===== config.mk =====
export PLATFORM = sky130hd
export DESIGN_NAME = wb_port_arbiter
export DESIGN_NICKNAME = d
export VERILOG_FILES = /design/src/rtl/wb_port_arbiter.sv
export SDC_FILE = /design/constraint.sdc
export NUM_CORES = 1
export LEC_CHECK = 0
export BUFFER_PORTS_ARGS = -buffer_cell sky130_fd_sc_hd__buf_2
export CAP_MARGIN = 20
export CORE_AREA = 4 4 167 169
export DETAILED_ROUTE_END_ITERATION = 16
export DIE_AREA = 0 0 171 173
export GPL_TIMING_DRIVEN = 1
export PLACE_DENSITY_LB_ADDON = 0.2
export SLEW_MARGIN = 20
export SYNTH_ARGS = -nofsm -noshare
export SYNTH_HDL_FRONTEND = slang
export SYNTH_SLANG_ARGS = --single-unit

===== constraint.sdc =====
create_clock -name clk -period 5.15 [get_ports clk]
set_input_delay 1.545 -clock clk [delete_from_list [all_inputs] [get_ports clk]]
set_output_delay 1.545 -clock clk [all_outputs]
set_load 0.01 [all_outputs]

===== src/rtl/wb_port_arbiter.sv =====
// Three-way round-robin arbiter feeding a single registered ROB writeback port.
// A stalled writeback stays in the output register until the ROB accepts it.
`ifndef WORD_SIZE
`define WORD_SIZE 32
`endif
`ifndef INSTR_TYPE_SZ
`define INSTR_TYPE_SZ 4
`endif
`ifndef ROB_ENTRY_WIDTH
`define ROB_ENTRY_WIDTH 5
`endif

module wb_port_arbiter #(
   parameter int unsigned WORD_SIZE       = `WORD_SIZE,
   parameter int unsigned INSTR_TYPE_SZ   = `INSTR_TYPE_SZ,
   parameter int unsigned ROB_ENTRY_WIDTH = `ROB_ENTRY_WIDTH
) (
   input  logic                         clk,
   input  logic                         reset,
   input  logic [2:0]                   req_valid,
   input  logic [3*INSTR_TYPE_SZ-1:0]   req_instruction_type,
   input  logic [3*WORD_SIZE-1:0]       req_pc,
   input  logic [2:0]                   req_exception,
   input  logic [3*WORD_SIZE-1:0]       req_virtual_addr_exception,
   input  logic [3*WORD_SIZE-1:0]       req_aluResult,
   input  logic [3*ROB_ENTRY_WIDTH-1:0] req_rob_id,
   input  logic                         wb_stall,
   output logic [2:0]                   req_stall,
   output logic [INSTR_TYPE_SZ-1:0]     instruction_type_out,
   output logic [WORD_SIZE-1:0]         pc_out,
   output logic                         exception_out,
   output logic [WORD_SIZE-1:0]         virtual_addr_exception_out,
   output logic [WORD_SIZE-1:0]         aluResult_out,
   output logic [ROB_ENTRY_WIDTH-1:0]   rob_id_out,
   output logic                         valid_out,
   output logic [2:0]                   grant_out
);

   // Declaration initialisers give the reset values at time 0.
   logic [1:0]                 rr_ptr   = '0;
   logic [INSTR_TYPE_SZ-1:0]   itype_q  = '0;
   logic [WORD_SIZE-1:0]       pc_q     = '0;
   logic                       exc_q    = 1'b0;
   logic [WORD_SIZE-1:0]       vaddr_q  = '0;
   logic [WORD_SIZE-1:0]       result_q = '0;
   logic [ROB_ENTRY_WIDTH-1:0] rob_q    = '0;
   logic                       valid_q  = 1'b0;
   logic [2:0]                 grant_q  = '0;

   logic                       accept;
   logic [2:0]                 grant;
   logic [1:0]                 rr_ptr_next;
   logic [INSTR_TYPE_SZ-1:0]   sel_itype;
   logic [WORD_SIZE-1:0]       sel_pc;
   logic                       sel_exc;
   logic [WORD_SIZE-1:0]       sel_vaddr;
   logic [WORD_SIZE-1:0]       sel_result;
   logic [ROB_ENTRY_WIDTH-1:0] sel_rob;

   assign accept = !wb_stall || !valid_q;

   always_comb begin
      grant = 3'b000;
      if (!reset && accept) begin
         case (rr_ptr)
            2'd1: begin
               if (req_valid[1])      grant = 3'b010;
               else if (req_valid[2]) grant = 3'b100;
               else if (req_valid[0]) grant = 3'b001;
            end
            2'd2: begin
               if (req_valid[2])      grant = 3'b100;
               else if (req_valid[0]) grant = 3'b001;
               else if (req_valid[1]) grant = 3'b010;
            end
            default: begin
               if (req_valid[0])      grant = 3'b001;
               else if (req_valid[1]) grant = 3'b010;
               else if (req_valid[2]) grant = 3'b100;
            end
         endcase
      end
   end

   assign req_stall = req_valid & ~grant;

   always_comb begin
      rr_ptr_next = rr_ptr;
      unique case (grant)
         3'b001:  rr_ptr_next = 2'd1;
         3'b010:  rr_ptr_next = 2'd2;
         3'b100:  rr_ptr_next = 2'd0;
         default: rr_ptr_next = rr_ptr;
      endcase
   end

   always_comb begin
      sel_itype  = req_instruction_type[INSTR_TYPE_SZ-1:0];
      sel_pc     = req_pc[WORD_SIZE-1:0];
      sel_exc    = req_exception[0];
      sel_vaddr  = req_virtual_addr_exception[WORD_SIZE-1:0];
      sel_result = req_aluResult[WORD_SIZE-1:0];
      sel_rob    = req_rob_id[ROB_ENTRY_WIDTH-1:0];
      for (int i = 1; i < 3; i++) begin
         if (grant[i]) begin
            sel_itype  = req_instruction_type[i*INSTR_TYPE_SZ +: INSTR_TYPE_SZ];
            sel_pc     = req_pc[i*WORD_SIZE +: WORD_SIZE];
            sel_exc    = req_exception[i];
            sel_vaddr  = req_virtual_addr_exception[i*WORD_SIZE +: WORD_SIZE];
            sel_result = req_aluResult[i*WORD_SIZE +: WORD_SIZE];
            sel_rob    = req_rob_id[i*ROB_ENTRY_WIDTH +: ROB_ENTRY_WIDTH];
         end
      end
   end

   always_ff @(posedge clk) begin
      if (reset) begin
         rr_ptr   <= 2'd0;
         itype_q  <= '0;
         pc_q     <= '0;
         exc_q    <= 1'b0;
         vaddr_q  <= '0;
         result_q <= '0;
         rob_q    <= '0;
         valid_q  <= 1'b0;
         grant_q  <= 3'b000;
      end else if (accept) begin
         rr_ptr <= rr_ptr_next;
         if (|grant) begin
            itype_q  <= sel_itype;
            pc_q     <= sel_pc;
            exc_q    <= sel_exc;
            vaddr_q  <= sel_vaddr;
            result_q <= sel_result;
            rob_q    <= sel_rob;
            valid_q  <= 1'b1;
            grant_q  <= grant;
         end else begin
            // Data fields keep their last values; only the valid/grant tags clear.
            valid_q <= 1'b0;
            grant_q <= 3'b000;
         end
      end
   end

   assign instruction_type_out       = itype_q;
   assign pc_out                     = pc_q;
   assign exception_out              = exc_q;
   assign virtual_addr_exception_out = vaddr_q;
   assign aluResult_out              = result_q;
   assign rob_id_out                 = rob_q;
   assign valid_out                  = valid_q;
   assign grant_out                  = grant_q;

endmodule


==> flow_metrics.env <==
export IMPL_worstPathCellList="buf_2 -> nor2b_1 -> o311ai_0 -> o31a_1 -> buf_2"
export IMPL_r2r_start="rr_ptr[0]$_SDFFE_PP0P_"
export IMPL_synth_cells=663
export IMPL_min_from="grant_out[1]$_SDFFE_PP0N_"
export IMPL_cts_tree="done"
export IMPL_post_route_min_period_ns=4.32
export IMPL_async_reset_ff_share_pct=0
export IMPL_cp_num_buf_inv=2
export IMPL_skew_ns=0.0114
export IMPL_dr_pass1_iters=5
export IMPL_yosysWarnings=0
export IMPL_rows=60
export IMPL_place_hpwl_um=18600
export IMPL_clk_latency_ns=0.35
export IMPL_clock_path_buffers=2
export IMPL_io_pins=437
export IMPL_gp_congestion=0.783
export IMPL_synth_fp_nets=989
export IMPL_critical_path_slowest_cell="o311ai_0"
export IMPL_synth_area_um2=5350
export IMPL_final_fill_count=2966
export IMPL_crit_path_max_incr_delay_ns=0.71
export IMPL_wl_per_cell_um=18.0
export IMPL_r2r_slack_ns=1.88
export IMPL_synth_top_family_by_area="compound AO/OA/AOI/OAI gates"
export IMPL_setup_viol=0
export IMPL_drive_gt1_share_pct=44.3
export IMPL_synth_seq_area_share_pct=41.9
export IMPL_wl_um=25100
export IMPL_post_route_util_pct=30.1
export IMPL_first_global_vias=6409
export IMPL_grt_overflow_total=0
export IMPL_whs_path_depth=2
export IMPL_core_area_um2=26600
export IMPL_grt_pass1_wl_um=36600
export IMPL_die_y_um=173
export IMPL_run_status="finished clean"
export IMPL_cp_depth=5
export IMPL_finalHoldViolations=0
export IMPL_grt_setup_unrepaired="no"
export IMPL_synth_compound_area_share_pct=40.2
export IMPL_fmax_ghz=0.231
export IMPL_ctsHoldBuffers=0
export IMPL_reg2reg_to="pc_out[27]$_SDFFE_PP0P_"
export IMPL_yosys_area_share_simple_pct=9.89
export IMPL_tns_ns=0
export IMPL_startpoint_type="primary input"
export IMPL_cts_sinks=112
export IMPL_critPathKind="primary input to output port"
export IMPL_endpoint="req_stall[0]"
export IMPL_p_leak_uw=0.00377
export IMPL_antenna_found_initial=0
export IMPL_io_buffers=436
export IMPL_cts_made_buffers=9
export IMPL_cp_max_fo=6
export IMPL_routed_via_density=4.74
export IMPL_drc=0
export IMPL_synthXorXnorAreaFrac_pct=0
export IMPL_hp_class="flip-flop to flip-flop"
export IMPL_critPathMostFrequentCell="buf_2"
export IMPL_clkTransAtPathRegs_ns=0.08
export IMPL_synth_cell_types=32
export IMPL_area_delta_synth_final_pct=49.3
export IMPL_chipWidth_um=171
export IMPL_post_cts_buffers=0
export IMPL_synth_edf_count=0
export IMPL_powerDensity_nw_per_um2=399
export IMPL_reg2reg_depth=8
export IMPL_ir_drop_mv=0.137
export IMPL_worstSetupEndpointType="output port"
export IMPL_crit_arrival_ns=2.78
export IMPL_nNetsFinal=1373
export IMPL_diodes=0
export IMPL_synthMuxAreaShare_pct=0
export IMPL_synth_seq_cells=112
export IMPL_post_cts_resized=0
export IMPL_initial_core_util_pct=20.1
export IMPL_required_ns=3.61
export IMPL_synth_main_ff_cell="dfxtp_1"
export IMPL_drtIter0Drc=323
export IMPL_slew_headroom_pct=42.5
export IMPL_grt_max_degree=107
export IMPL_holdWs_ns=0.479
export IMPL_synthAdderAreaFrac_pct=0.468
export IMPL_vias=6594
export IMPL_dieArea_um2=29600
export IMPL_cp_top_family="compound AO/OA/AOI/OAI gates"
export IMPL_postSynthAreaPerCell_um2=8.07
export IMPL_postRouteAntennaNets=0
export IMPL_final_period_utilization_pct=83.9
export IMPL_worstMarginPinSlew_ns=0.852
export IMPL_crit_start="req_valid[1]"
export IMPL_ctsHtreeMaxLevel=3
export IMPL_root_buffer="clkbuf_16"
export IMPL_track_usage_pct=15.6
export IMPL_drv_slew=0
export IMPL_max_cap_violations=0
cell usage in the layout, fill, tap and decap left out, drive strengths merged:
master and n:
and2 1, a211oi 1, o2111ai 1, a22oi 106, clkbuf 10, nand2 8
or3b 1, a21o 1, buf 444, or3 1, o21ai 3, a21oi 115
a21boi 1, dfxtp 112, nor2b 3, o22ai 106, a31oi 2, nor2 112
o31a 2, ha 2, clkinv 2, o311ai 1, a211o 2, nand2b 3
o211ai 1, nand3 2, inv 8
sequential cells by signal (all words and copies together) (netlist names):
register	cells
valid_out	1
rob_id_out	5
pc_out	32
rr_ptr	2
aluResult_out	32
grant_out	3
virtual_addr_exception_out	32
instruction_type_out	4
exception_out	1
synthesized netlist by cell type (2+ instances only):
master	instances	area share, %
o31a_1	2	0.33
inv_1	5	0.35
ha_1	2	0.47
buf_2	31	2.9
nand2_1	7	0.49
buf_6	7	1.5
nor2b_1	3	0.35
clkbuf_1	25	1.8
o22ai_1	106	12
nor2_1	111	7.8
nand3_1	2	0.19
a21oi_1	115	11
nand2b_1	3	0.35
o21ai_0	3	0.28
buf_4	7	0.98
dfxtp_1	112	42
a211o_1	2	0.33
a22oi_1	106	15
power by group:
| group | internal (µW) | switching (µW) |
|---|---|---|
| clock network | 346 | 355 |
| registers | 1110 | 122 |
| logic | 499 | 756 |
cells by family after synthesis:
logic type	count (synthesis)
compound gates	342
simple gates	131
flops	112
buf+inv	76
fa+ha+maj	2
how the worst min path moves through the flow:
stage,endpoint,slack (ns)
after floorplan,rr_ptr[1]$_SDFFE_PP0P_,0.47
after global placement,grant_out[1]$_SDFFE_PP0N_,0.46
after detailed placement,grant_out[1]$_SDFFE_PP0N_,0.47
after CTS,grant_out[1]$_SDFFE_PP0N_,0.49
after global routing,grant_out[0]$_SDFFE_PP0N_,0.54
final,grant_out[1]$_SDFFE_PP0N_,0.48
metrics by stage:
step | total power (µW) | setup slack [ns] | instances | area [µm²]
3_3_place_gp | 2520 | 0.928 | 1377 | 7700
5_1_grt | 3410 | 0.712 | 1392 | 7990
4_1_cts | 3260 | 0.842 | 1392 | 7980
2_1_floorplan | 1940 | 0.834 | 663 | 5350
3_5_place_dp | 2530 | 0.856 | 1377 | 7700
6_report | 3180 | 0.829 | 1392 | 7990
worst register-to-register path: cells and delay by family, from the launching register on:
family / cells / cell delay [ns]
fa+ha+maj: 1 / 0.37
flops: 1 / 0.38
simple gates: 2 / 0.82
compound gates: 3 / 1.14
buf+inv: 2 / 0.43
layer usage:
| metal | vias up | global-route usage [%] | share of wire (%) |
|---|---|---|---|
| li1 | 3270 | - | - |
| met2 | 307 | 27.7 | 50 |
| met5 | - | 0 | 0 |
| met1 | 3003 | 18.2 | 39 |
| met3 | 14 | 4.73 | 9.9 |
| met4 | 0 | 3.99 | 1.2 |
final cells by class:
class / count / area (µm²) / area share (%)
clock inverters: 5 / 40.0 / 0.501
multi-input cells: 475 / 2770 / 34.6
flip-flops and latches: 112 / 2240 / 28.1
clock buffers: 10 / 239 / 2.99
well taps: 341 / 427 / 5.34
repair buffers: 444 / 2250 / 28.2
inverters: 5 / 18.8 / 0.235
Note: power is estimated with default switching activity, not from simulation.
